==> config.mk <==
export PLATFORM = sky130hd
export DESIGN_NAME = mem_stage_lsu_flat
export DESIGN_NICKNAME = d
export VERILOG_FILES = /design/src/rtl/mem_stage_lsu_if.sv /design/src/rtl/mem_stage_lsu.sv /design/src/flat_wrapper.sv
export SDC_FILE = /design/constraint.sdc
export NUM_CORES = 1
export LEC_CHECK = 0
export CAP_MARGIN = 30
export CORE_MARGIN = 4
export CORE_UTILIZATION = 41
export CTS_CLUSTER_SIZE = 20
export DETAILED_ROUTE_END_ITERATION = 8
export GPL_TIMING_DRIVEN = 1
export PLACE_DENSITY = 0.79
export RECOVER_POWER = 100
export SLEW_MARGIN = 30
export SYNTH_ARGS = -nofsm -noshare
export SYNTH_HDL_FRONTEND = slang
export SYNTH_SLANG_ARGS = --single-unit
==> constraint.sdc <==
create_clock -name clk_i -period 1.65 [get_ports clk_i]
set_input_delay 0.2475 -clock clk_i [delete_from_list [all_inputs] [get_ports clk_i]]
set_output_delay 0.2475 -clock clk_i [all_outputs]
set_load 0.02 [all_outputs]
==> src/rtl/mem_stage_lsu_if.sv <==
// Data-memory request/grant/response port of the memory stage.
// master = load/store unit, slave = data memory.
interface mem_stage_lsu_if #(
  parameter int XLEN   = 32,
  parameter int ADDR_W = 32
);
  localparam int LANES = XLEN / 8;

  logic              dreq;
  logic              dgnt;
  logic [ADDR_W-1:0] daddr;
  logic [XLEN-1:0]   dwdata;
  logic [LANES-1:0]  dbe;
  logic              dwr;
  logic              drvalid;
  logic [XLEN-1:0]   drdata;

  modport master (
    output dreq, daddr, dwdata, dbe, dwr,
    input  dgnt, drvalid, drdata
  );

  modport slave (
    input  dreq, daddr, dwdata, dbe, dwr,
    output dgnt, drvalid, drdata
  );
endinterface

==> src/rtl/mem_stage_lsu.sv <==
// MEM stage: lane-aligned loads/stores over a req/gnt/rvalid port.
// Define MEM_MISALIGN_TRAP_EN to trap misaligned accesses.
module mem_stage_lsu #(
  parameter int XLEN   = 32,
  parameter int ADDR_W = 32
) (
  input  logic            clk_i,
  input  logic            reset_ni,
  input  logic            ex_valid_i,
  input  logic [XLEN-1:0] ex_alu_res_i,
  input  logic [XLEN-1:0] ex_mem_data_i,
  input  logic            ex_mem_rd_i,
  input  logic            ex_mem_wr_i,
  input  logic            ex_mem_signed_i,
  input  logic [1:0]      ex_mem_size_i,
  input  logic [4:0]      ex_rd_index_i,
  output logic            mem_stall_o,
  mem_stage_lsu_if.master dmem,
  output logic            wb_valid_o,
  output logic [4:0]      wb_rd_index_o,
  output logic [XLEN-1:0] wb_result_o,
  output logic            misaligned_o
);
  localparam int LANES = XLEN / 8;
  localparam int OFF_W = $clog2(LANES);

  typedef enum logic [1:0] {IDLE, REQ, RESP} state_e;
  state_e state_q, state_d;

  logic [1:0]       sz;
  logic [OFF_W-1:0] off_raw, amask, off_al;
  logic [LANES-1:0] lmask;
  logic             is_mem, trap, accept, go_req;
  logic             alu_done, st_done, ld_done;

  logic              wr_q, sgn_q;
  logic [1:0]        sz_q;
  logic [OFF_W-1:0]  off_q;
  logic [4:0]        rd_q;
  logic [ADDR_W-1:0] addr_q;
  logic [XLEN-1:0]   wdata_q;
  logic [LANES-1:0]  be_q;

  logic [XLEN-1:0] sh, keep, ld_ext;
  logic            sbit;

  // A 32-bit core has no doubleword lane; size 3 degrades to word.
  always_comb begin
    sz = ex_mem_size_i;
    if (XLEN == 32 && ex_mem_size_i == 2'd3) sz = 2'd2;
  end

  always_comb begin
    amask = '0;
    lmask = LANES'(8'h01);
    unique case (sz)
      2'd0: begin
        amask = '0;
        lmask = LANES'(8'h01);
      end
      2'd1: begin
        amask = OFF_W'(1);
        lmask = LANES'(8'h03);
      end
      2'd2: begin
        amask = OFF_W'(3);
        lmask = LANES'(8'h0F);
      end
      default: begin
        amask = OFF_W'(7);
        lmask = LANES'(8'hFF);
      end
    endcase
  end

  assign off_raw = ex_alu_res_i[OFF_W-1:0];
  assign off_al  = off_raw & ~amask;
  assign is_mem  = ex_mem_rd_i | ex_mem_wr_i;

`ifdef MEM_MISALIGN_TRAP_EN
  assign trap = is_mem & (|(off_raw & amask));
`else
  assign trap = 1'b0;
`endif

  assign accept   = ex_valid_i & (state_q == IDLE);
  assign go_req   = accept & is_mem & ~trap;
  assign alu_done = accept & (~is_mem | trap);
  assign st_done  = (state_q == REQ) & dmem.dgnt & wr_q;
  assign ld_done  = (state_q == RESP) & dmem.drvalid;

  always_ff @(posedge clk_i or negedge reset_ni) begin
    if (!reset_ni) state_q <= IDLE;
    else           state_q <= state_d;
  end

  always_comb begin
    state_d = state_q;
    unique case (state_q)
      IDLE: if (go_req) state_d = REQ;
      REQ:  if (dmem.dgnt) state_d = wr_q ? IDLE : RESP;
      RESP: if (dmem.drvalid) state_d = IDLE;
      default: state_d = IDLE;
    endcase
  end

  // Load wins over store when both are flagged.
  always_ff @(posedge clk_i or negedge reset_ni) begin
    if (!reset_ni) begin
      wr_q    <= 1'b0;
      sgn_q   <= 1'b0;
      sz_q    <= '0;
      off_q   <= '0;
      rd_q    <= '0;
      addr_q  <= '0;
      wdata_q <= '0;
      be_q    <= '0;
    end else if (go_req) begin
      wr_q    <= ~ex_mem_rd_i;
      sgn_q   <= ex_mem_signed_i;
      sz_q    <= sz;
      off_q   <= off_al;
      rd_q    <= ex_rd_index_i;
      addr_q  <= ADDR_W'(ex_alu_res_i) & ~ADDR_W'(LANES - 1);
      wdata_q <= ex_mem_data_i << {off_al, 3'b000};
      be_q    <= lmask << off_al;
    end
  end

  assign sh = dmem.drdata >> {off_q, 3'b000};

  always_comb begin
    keep = '1;
    sbit = 1'b0;
    unique case (sz_q)
      2'd0: begin
        keep = XLEN'(8'hFF);
        sbit = sh[7];
      end
      2'd1: begin
        keep = XLEN'(16'hFFFF);
        sbit = sh[15];
      end
      2'd2: begin
        keep = XLEN'(32'hFFFF_FFFF);
        sbit = sh[31];
      end
      default: ;
    endcase
    ld_ext = (sh & keep) | ((sgn_q & sbit) ? ~keep : '0);
  end

  always_ff @(posedge clk_i or negedge reset_ni) begin
    if (!reset_ni) begin
      wb_valid_o    <= 1'b0;
      wb_rd_index_o <= '0;
      wb_result_o   <= '0;
      misaligned_o  <= 1'b0;
    end else begin
      wb_valid_o   <= 1'b0;
      misaligned_o <= 1'b0;
      unique case (1'b1)
        alu_done: begin
          wb_valid_o    <= 1'b1;
          wb_rd_index_o <= ex_rd_index_i;
          wb_result_o   <= ex_alu_res_i;
          misaligned_o  <= trap;
        end
        st_done: begin
          wb_valid_o    <= 1'b1;
          wb_rd_index_o <= rd_q;
          wb_result_o   <= '0;
        end
        ld_done: begin
          wb_valid_o    <= 1'b1;
          wb_rd_index_o <= rd_q;
          wb_result_o   <= ld_ext;
        end
        default: ;
      endcase
    end
  end

  assign mem_stall_o = (state_q != IDLE);
  assign dmem.dreq   = (state_q == REQ);
  assign dmem.daddr  = addr_q;
  assign dmem.dwdata = wdata_q;
  assign dmem.dbe    = be_q;
  assign dmem.dwr    = wr_q;
endmodule

==> src/flat_wrapper.sv <==
// flat-port wrapper written by rule: the top's interface ports become plain ports
module mem_stage_lsu_flat 
#(
  parameter int XLEN   = 32,
  parameter int ADDR_W = 32
)
  (clk_i, reset_ni, ex_valid_i, ex_alu_res_i, ex_mem_data_i, ex_mem_rd_i, ex_mem_wr_i, ex_mem_signed_i, ex_mem_size_i, ex_rd_index_i, mem_stall_o, wb_valid_o, wb_rd_index_o, wb_result_o, misaligned_o, dmem_dreq, dmem_daddr, dmem_dwdata, dmem_dbe, dmem_dwr, dmem_dgnt, dmem_drvalid, dmem_drdata);
  mem_stage_lsu_if #(.XLEN(XLEN), .ADDR_W(ADDR_W)) dmem_i ();
  input  logic clk_i;
  input  logic reset_ni;
  input  logic ex_valid_i;
  input  logic [XLEN-1:0] ex_alu_res_i;
  input  logic [XLEN-1:0] ex_mem_data_i;
  input  logic ex_mem_rd_i;
  input  logic ex_mem_wr_i;
  input  logic ex_mem_signed_i;
  input  logic [1:0] ex_mem_size_i;
  input  logic [4:0] ex_rd_index_i;
  output logic mem_stall_o;
  output logic wb_valid_o;
  output logic [4:0] wb_rd_index_o;
  output logic [XLEN-1:0] wb_result_o;
  output logic misaligned_o;
  output wire logic [$bits(dmem_i.dreq)-1:0] dmem_dreq;
  output wire logic [$bits(dmem_i.daddr)-1:0] dmem_daddr;
  output wire logic [$bits(dmem_i.dwdata)-1:0] dmem_dwdata;
  output wire logic [$bits(dmem_i.dbe)-1:0] dmem_dbe;
  output wire logic [$bits(dmem_i.dwr)-1:0] dmem_dwr;
  input wire logic [$bits(dmem_i.dgnt)-1:0] dmem_dgnt;
  input wire logic [$bits(dmem_i.drvalid)-1:0] dmem_drvalid;
  input wire logic [$bits(dmem_i.drdata)-1:0] dmem_drdata;
  assign dmem_dreq = dmem_i.dreq;
  assign dmem_daddr = dmem_i.daddr;
  assign dmem_dwdata = dmem_i.dwdata;
  assign dmem_dbe = dmem_i.dbe;
  assign dmem_dwr = dmem_i.dwr;
  assign dmem_i.dgnt = dmem_dgnt;
  assign dmem_i.drvalid = dmem_drvalid;
  assign dmem_i.drdata = dmem_drdata;
  mem_stage_lsu #(.XLEN(XLEN), .ADDR_W(ADDR_W)) u_core (.clk_i(clk_i), .reset_ni(reset_ni), .ex_valid_i(ex_valid_i), .ex_alu_res_i(ex_alu_res_i), .ex_mem_data_i(ex_mem_data_i), .ex_mem_rd_i(ex_mem_rd_i), .ex_mem_wr_i(ex_mem_wr_i), .ex_mem_signed_i(ex_mem_signed_i), .ex_mem_size_i(ex_mem_size_i), .ex_rd_index_i(ex_rd_index_i), .mem_stall_o(mem_stall_o), .dmem(dmem_i), .wb_valid_o(wb_valid_o), .wb_rd_index_o(wb_rd_index_o), .wb_result_o(wb_result_o), .misaligned_o(misaligned_o));
endmodule
==> flow_metrics.env, run 1 <==
export IMPL_result_of_the_run="complete, no violations"
export IMPL_diodes_inserted=0
export IMPL_fillers=1155
export IMPL_dr_pass1_iters=5
export IMPL_worst_slew_pin_slew_ns=0.672
export IMPL_fin_nets=961
export IMPL_design_power_total_mw=16.8
export IMPL_skew_ns=0.00483
export IMPL_fp_dieW_um=128
export IMPL_timing_fmax_mhz=614
export IMPL_first_pass_grt_wire_length_um=31300
export IMPL_globalRoute_totalOverflow=0
export IMPL_relSlewSlack_pct=55.2
export IMPL_detailedPlace_worstSlack_ns=-0.409
export IMPL_rsz0062_at_grt="yes"
export IMPL_tritoncts="yes"
export IMPL_drtAntennaViolNets=0
export IMPL_dr_max_layer_used="met4"
export IMPL_timing_hold_ws_ns=0.226
export IMPL_gp_congestion=0.963
export IMPL_cell_area_synth_um2=5940
export IMPL_maxCapViolations=0
export IMPL_rrSetupSlack_ns=0.03
export IMPL_synthDominantAreaCellType="dfrtp_1"
export IMPL_synthTopCellsByArea="dfrtp_1, nand2_1, mux2i_1, a2bb2oi_1, o21ai_0"
export IMPL_synth_ff_type="dfrtp_1"
export IMPL_met3RoutedLength_um=1590
export IMPL_fraction_of_final_layout_cells_sized_beyond_drive_strength_1_pct=17.7
export IMPL_arrival_ns=1.38
export IMPL_cp_end_kind="output port"
export IMPL_timing_worst_setup_path_type="flop to output port"
export IMPL_post_synth_num_cell_types=46
export IMPL_die_area_um2=16500
export IMPL_route_met2_wl_um=10300
export IMPL_core_um2=14000
export IMPL_yosys_warnings=0
export IMPL_worstPathCellList="clkdlybuf4s50_1"
export IMPL_dp_hpwl_um=14900
export IMPL_totalWireLength_um=20300
export IMPL_finalHoldViolCount=0
export IMPL_finalNonFillerCells=1043
export IMPL_maxSlewViolCount=0
export IMPL_antenna_found_initial=0
export IMPL_initial_utilization_pct=42.3
export IMPL_worst_slack_ns=0.0222
export IMPL_synthDominantCellAreaShare_pct=49.3
export IMPL_max_vdd_ir_drop_mv=1.03
export IMPL_rr_worst_depth=5
export IMPL_reg2reg_from="u_core.off_q[1]"
export IMPL_synthesis_area_per_instance_um2=10.1
export IMPL_place_detailed_instances=1004
export IMPL_drt_first_iter_violations=285
export IMPL_synthesis_instances=587
export IMPL_grt_pass1_vias=6009
export IMPL_cp_slowest_stage_delay_ns=0.61
export IMPL_sequential_cell_area_fraction_in_the_yosys_report_pct=49.3
export IMPL_cts_root_buffer_cell="clkbuf_16"
export IMPL_io_buffers=217
export IMPL_yosys_register_bits=117
export IMPL_start_kind="flop"
export IMPL_post_route_min_period_ns=1.63
export IMPL_die_height_um=128
export IMPL_pin_count_of_the_biggest_net_entering_global_routing=66
export IMPL_holdCritPathClass="input port to async pin"
export IMPL_routed_wire_length_per_instance_um=19.5
export IMPL_total_leakage_power_nw=4.16
export IMPL_synth_enable_flop_cells=0
export IMPL_syn2layout_area_growth_pct=52.9
export IMPL_final_setup_viols=0
export IMPL_io_pins=221
export IMPL_grt_util_all_layers_pct=24.5
export IMPL_clock_edge_transition_at_the_registers_on_the_reported_setup_and_hold_paths_ns=0.05
export IMPL_met1Wirelength_um=8030
export IMPL_cts_buffer_count=17
export IMPL_cts_path_max_buffers=2
export IMPL_seqCellArea_um2=2930
export IMPL_clock_latency_ns=0.42
export IMPL_route_vias_total=5668
export IMPL_postLayoutCellArea_um2=9080
export IMPL_multiInputGateArea_um2=2820
export IMPL_required_ns=1.40
export IMPL_fp_row_count=43
export IMPL_post_detailed_placement_cell_area_um2=8650
export IMPL_final_min_period_over_clock_period_pct=98.7
export IMPL_synth_async_reset_ratio_pct=100
export IMPL_drt_drc_violations_left=0
export IMPL_detail_route_vias_per_cell=5.43
export IMPL_power_density_nw_per_um2=1840
export IMPL_cts_sinks=117
export IMPL_crit_path_max_fanout=2
export IMPL_htree_levels=4
export IMPL_critical_path_buf_inv_count=1
export IMPL_crit_slowest_cell="clkdlybuf4s50_1"
export IMPL_worst_path_dominant_cell_family="buffers and inverters"
export IMPL_reg2reg_to="u_core.wb_result_o[3]"
[cells in the final DEF, fill, tap and decap left out, types with 3 or more instances in the layout]
cell	count
nand2_1	153
clkdlybuf4s50_1	121
dfrtp_1	115
dlygate4sd2_1	56
mux2i_1	51
o21ai_0	50
buf_4	47
clkbuf_1	40
a2bb2oi_1	28
clkbuf_16	17
o211ai_1	15
mux2_2	15
nor2_1	11
nand3_1	11
a21oi_1	11
nand3b_1	8
o22ai_2	8
nand4_1	8
a22o_1	8
buf_12	8
clkinv_2	6
o21ai_1	5
buf_6	5
mux4_2	4
inv_1	3
a221oi_2	3
conb_1	3
bufinv_16	3
clkbuf_8	3
clkbuf_2	3
clkbuf_4	3
[synth_stat cells (2+ instances only)]
| cell | count |
|---|---|
| nand2_1 | 152 |
| dfrtp_1 | 117 |
| mux2i_1 | 53 |
| o21ai_0 | 47 |
| a2bb2oi_1 | 29 |
| buf_2 | 15 |
| mux2_2 | 15 |
| o211ai_1 | 15 |
| buf_4 | 13 |
| nor2_1 | 12 |
| a21oi_1 | 11 |
| nand3_1 | 11 |
| clkbuf_1 | 9 |
| a22o_1 | 8 |
| nand3b_1 | 8 |
| nand4_1 | 8 |
| o21ai_1 | 8 |
| o22ai_1 | 8 |
| buf_6 | 6 |
| mux4_2 | 4 |
| a221oi_2 | 3 |
| inv_1 | 3 |
| a21o_1 | 2 |
| a31oi_1 | 2 |
| nand2_2 | 2 |
| nand2b_1 | 2 |
| nor2b_1 | 2 |
| nor3b_4 | 2 |
| o21ai_2 | 2 |
| or2_2 | 2 |
[worst max-delay path by stage]
stage | startpoint | end | cells after the start
global route | u_core.state_q[1] | u_core.wb_result_o[28] | 5
CTS | u_core.wb_result_o[24] | wb_result_o[24] | 1
global placement | ex_mem_size_i[1] | u_core.dmem.dwdata[17] | 7
finish | u_core.dmem.daddr[25] | dmem_daddr[25] | 1
floorplan | u_core.state_q[1] | u_core.dmem.dwdata[24] | 5
detailed placement | ex_mem_size_i[1] | u_core.dmem.dwdata[16] | 7
[registers in the layout, indices dropped and copies added, names as in the netlist]
register              flops
u_core.wb_result_o       32
u_core.dmem.dbe           4
u_core.wb_valid_o         1
u_core.dmem.daddr        30
u_core.off_q              2
u_core.state_q            2
u_core.sz_q               2
u_core.dmem.dwdata       32
u_core.dmem.dwr           1
u_core.rd_q               5
u_core.sgn_q              1
u_core.wb_rd_index_o      5
[timing repair]
| action | 4_1_cts | 5_1_grt |
|---|---|---|
| cloned | 0 | 1 |
| buffers inserted | 1 | 4 |
| hold buffers | 1 | 0 |
| hold endpoints to repair | 68 | 0 |
| setup endpoints to repair | 72 | 79 |
| pin swaps | 1 | 13 |
| resized for setup | 67 | 58 |
[where the power goes]
| part | switching [mW] | internal, mW | total (mW) | leakage (nW) |
|---|---|---|---|---|
| clock | 1.29 | 2.47 | 3.77 | 0.299 |
| combinational | 4.49 | 3.30 | 7.80 | 2.43 |
| sequential | 0.914 | 4.28 | 5.19 | 1.43 |
| total | 6.70 | 10.1 | 16.8 | 4.16 |
[layer usage]
layer | vias to the layer above | global-route usage, %
met3 | 34 | 5.94
met1 | 2780 | 31.0
li1 | 2608 | -
met5 | - | 0
met2 | 246 | 40.9
met4 | 0 | 8.80
[area by class of cell]
class	instances	area share [%]
repair buffers	286	27.5
well taps	180	2.48
inverters	4	0.165
clock buffers	22	5.22
clock inverters	10	1.40
flip-flops and latches	117	32.3
multi-input cells	424	31.0
[through the flow]
step | setup TNS (ns) | util [%]
floorplan | 0 | -
global placement | -13.00 | 61.6
detailed placement | -17.19 | 61.6
CTS | 0 | 65.5
global route | -0.664 | 64.7
finish | 0 | 64.7
[kinds of logic (layout without fill, tap and decap cells)]
family,after synthesis,count (layout),share of synthesized area (%)
AO/OA/AOI/OAI,140,140,16.3
buffers and inverters,48,322,4.93
flip-flops,117,117,49.3
multiplexers,72,72,13.3
other,1,3,0.0631
AND/OR/NAND/NOR,209,209,16.2
No activity file was read; power rests on OpenSTA's default activity.
==> inputs of run 2 (changes only) <==
==> constraint.sdc (replaced) <==
create_clock -name clk_i -period 1.65 [get_ports clk_i]
set_input_delay 0.33 -clock clk_i [delete_from_list [all_inputs] [get_ports clk_i]]
set_output_delay 0.33 -clock clk_i [all_outputs]
set_load 0.02 [all_outputs]
==> run 2 against run 1 <==
Compared with the run above:
- the flow now finishes with violations (setup timing)
- worst hold slack better by 0.054 ns
- register-to-register slack better by 0.02 ns
- first-iteration DRC count is 20% higher
- critical path depth is 6 higher
- cell count hardly changed
- clock skew is 0.0032 ns higher
- non-clock buffer count is 3 higher
- worst setup slack worse by 0.038 ns
- critical path type is now input port to flop
- highest routed layer unchanged
==> flow_metrics.env, run 2 (same netlist as run 1, synthesis figures left out) <==
export IMPL_maxCapViolations=0
export IMPL_multiInputGateArea_um2=2780
export IMPL_antenna_found_initial=0
export IMPL_grt_pass1_vias=5965
export IMPL_crit_slowest_cell="clkdlybuf4s50_1"
export IMPL_finalHoldViolCount=0
export IMPL_core_um2=14000
export IMPL_io_buffers=217
export IMPL_total_leakage_power_nw=4.36
export IMPL_cp_slowest_stage_delay_ns=0.49
export IMPL_worstPathCellList="clkdlybuf4s50_1, nor2b_4, buf_6, buf_4, mux2i_1, mux2i_1, mux2_2"
export IMPL_layout_cells_most_common="nand2_1"
export IMPL_cts_sinks=117
export IMPL_die_height_um=128
export IMPL_timing_fmax_mhz=600
export IMPL_initial_utilization_pct=42.3
export IMPL_syn2layout_area_growth_pct=55.0
export IMPL_diodes_inserted=0
export IMPL_crit_path_max_fanout=11
export IMPL_fp_dieW_um=128
export IMPL_post_route_min_period_ns=1.67
export IMPL_routed_wire_length_per_instance_um=19.1
export IMPL_drt_first_iter_violations=341
export IMPL_drt_drc_violations_left=0
export IMPL_final_min_period_over_clock_period_pct=101
export IMPL_fraction_of_final_layout_cells_sized_beyond_drive_strength_1_pct=17.4
export IMPL_globalRoute_totalOverflow=0
export IMPL_route_vias_total=5711
export IMPL_relSlewSlack_pct=45.1
export IMPL_worst_slew_pin_slew_ns=0.823
export IMPL_die_area_um2=16500
export IMPL_timing_hold_ws_ns=0.280
export IMPL_critical_path_buf_inv_count=3
export IMPL_dr_pass1_iters=4
export IMPL_fp_row_count=43
export IMPL_final_setup_viols=1
export IMPL_gp_congestion=0.960
export IMPL_max_vdd_ir_drop_mv=1.07
export IMPL_rsz0062_at_grt="yes"
export IMPL_skew_ns=0.00808
export IMPL_totalWireLength_um=19900
export IMPL_tritoncts="yes"
export IMPL_grt_util_all_layers_pct=24.3
export IMPL_cts_path_max_buffers=2
export IMPL_mostFrequentLayoutCells="nand2_1, dfrtp_1, clkdlybuf4s50_1, dlygate4sd2_1, buf_4"
export IMPL_required_ns=1.95
export IMPL_fillers=1135
export IMPL_worst_slack_ns=-0.0156
export IMPL_timing_worst_setup_path_type="input port to flop"
export IMPL_maxSlewViolCount=0
export IMPL_cts_root_buffer_cell="clkbuf_16"
export IMPL_clock_latency_ns=0.42
export IMPL_cp_end_kind="flop"
export IMPL_drtAntennaViolNets=0
export IMPL_detail_route_vias_per_cell=5.47
export IMPL_fin_setup_tns_ns=-0.0156
export IMPL_holdCritPathClass="input port to async pin"
export IMPL_critPathMostFrequentCell="mux2i_1"
export IMPL_first_pass_grt_wire_length_um=31200
export IMPL_final_design_utilization_pct=65.6
export IMPL_clock_edge_transition_at_the_registers_on_the_reported_setup_and_hold_paths_ns=0.06
export IMPL_io_pins=221
export IMPL_violated_checks="setup timing"
export IMPL_seqCellArea_um2=2930
export IMPL_result_of_the_run="complete, but fails checks"
export IMPL_pin_count_of_the_biggest_net_entering_global_routing=66
export IMPL_fin_nets=964
export IMPL_cts_buffer_count=17
export IMPL_arrival_ns=1.97
export IMPL_power_density_nw_per_um2=1820
export IMPL_start_kind="input port"
export IMPL_worst_path_dominant_cell_family="buffers and inverters"
export IMPL_design_power_total_mw=16.7
export IMPL_dp_hpwl_um=14900
export IMPL_htree_levels=4
-- run 2: metrics by stage --
step | setup WS [ns] | std cells | cell area [um2]
floorplan | 0.0998 | 589 | 5950
global placement | -0.354 | 1007 | 8700
detailed placement | -0.500 | 1007 | 8700
CTS | -0.0141 | 1038 | 9190
global route | -0.0400 | 1044 | 9210
finish | -0.0156 | 1044 | 9210
-- run 2: worst paths after layout --
| check | startpoint | to | slack [ns] | depth (start not counted) |
|---|---|---|---|---|
| min in group clk_i | u_core.dmem.daddr[20] | u_core.dmem.daddr[20] | 0.47 | 2 |
| hold / removal | reset_ni | u_core.dmem.daddr[2] | 0.28 | 2 |
| hold reg to reg | u_core.dmem.daddr[20] | u_core.dmem.daddr[20] | 0.47 | 2 |
| max in group asynchronous | reset_ni | u_core.off_q[0] | 0.25 | 3 |
| setup / recovery | ex_alu_res_i[1] | u_core.dmem.dwdata[25] | -0.02 | 7 |
| setup reg to reg | u_core.state_q[1] | u_core.dmem.dwdata[27] | 0.05 | 4 |
-- run 2: layout make-up --
type | count | area share [%]
clock buffer | 22 | 5.26
tap | 180 | 2.44
inverter | 4 | 0.163
sequential | 117 | 31.8
clock inverter | 8 | 1.34
timing repair buffer | 289 | 28.8
multi-input combinational | 424 | 30.2
-- run 2: power breakdown --
group / leakage, nW / total, mW / internal, mW / switching (mW)
Combinational: 2.63 / 7.77 / 3.35 / 4.42
Sequential: 1.43 / 5.15 / 4.27 / 0.879
Clock: 0.294 / 3.82 / 2.51 / 1.30
-- run 2: metal layers --
layer | global-route usage, % | vias up | wire [um]
met2 | 39.4 | 255 | 9710
met4 | 10.6 | 0 | 630
met1 | 30.7 | 2802 | 8010
met5 | 0 | - | 0
li1 | - | 2610 | -
met3 | 6.68 | 44 | 1560
-- run 2: timing repair --
action,4_1_cts,5_1_grt
setup buffers,0,6
endpoints found under the setup margin,131,32
pin swaps,1,2
hold buffers,1,0
gates resized for setup,119,14
endpoints found under the hold margin,103,0
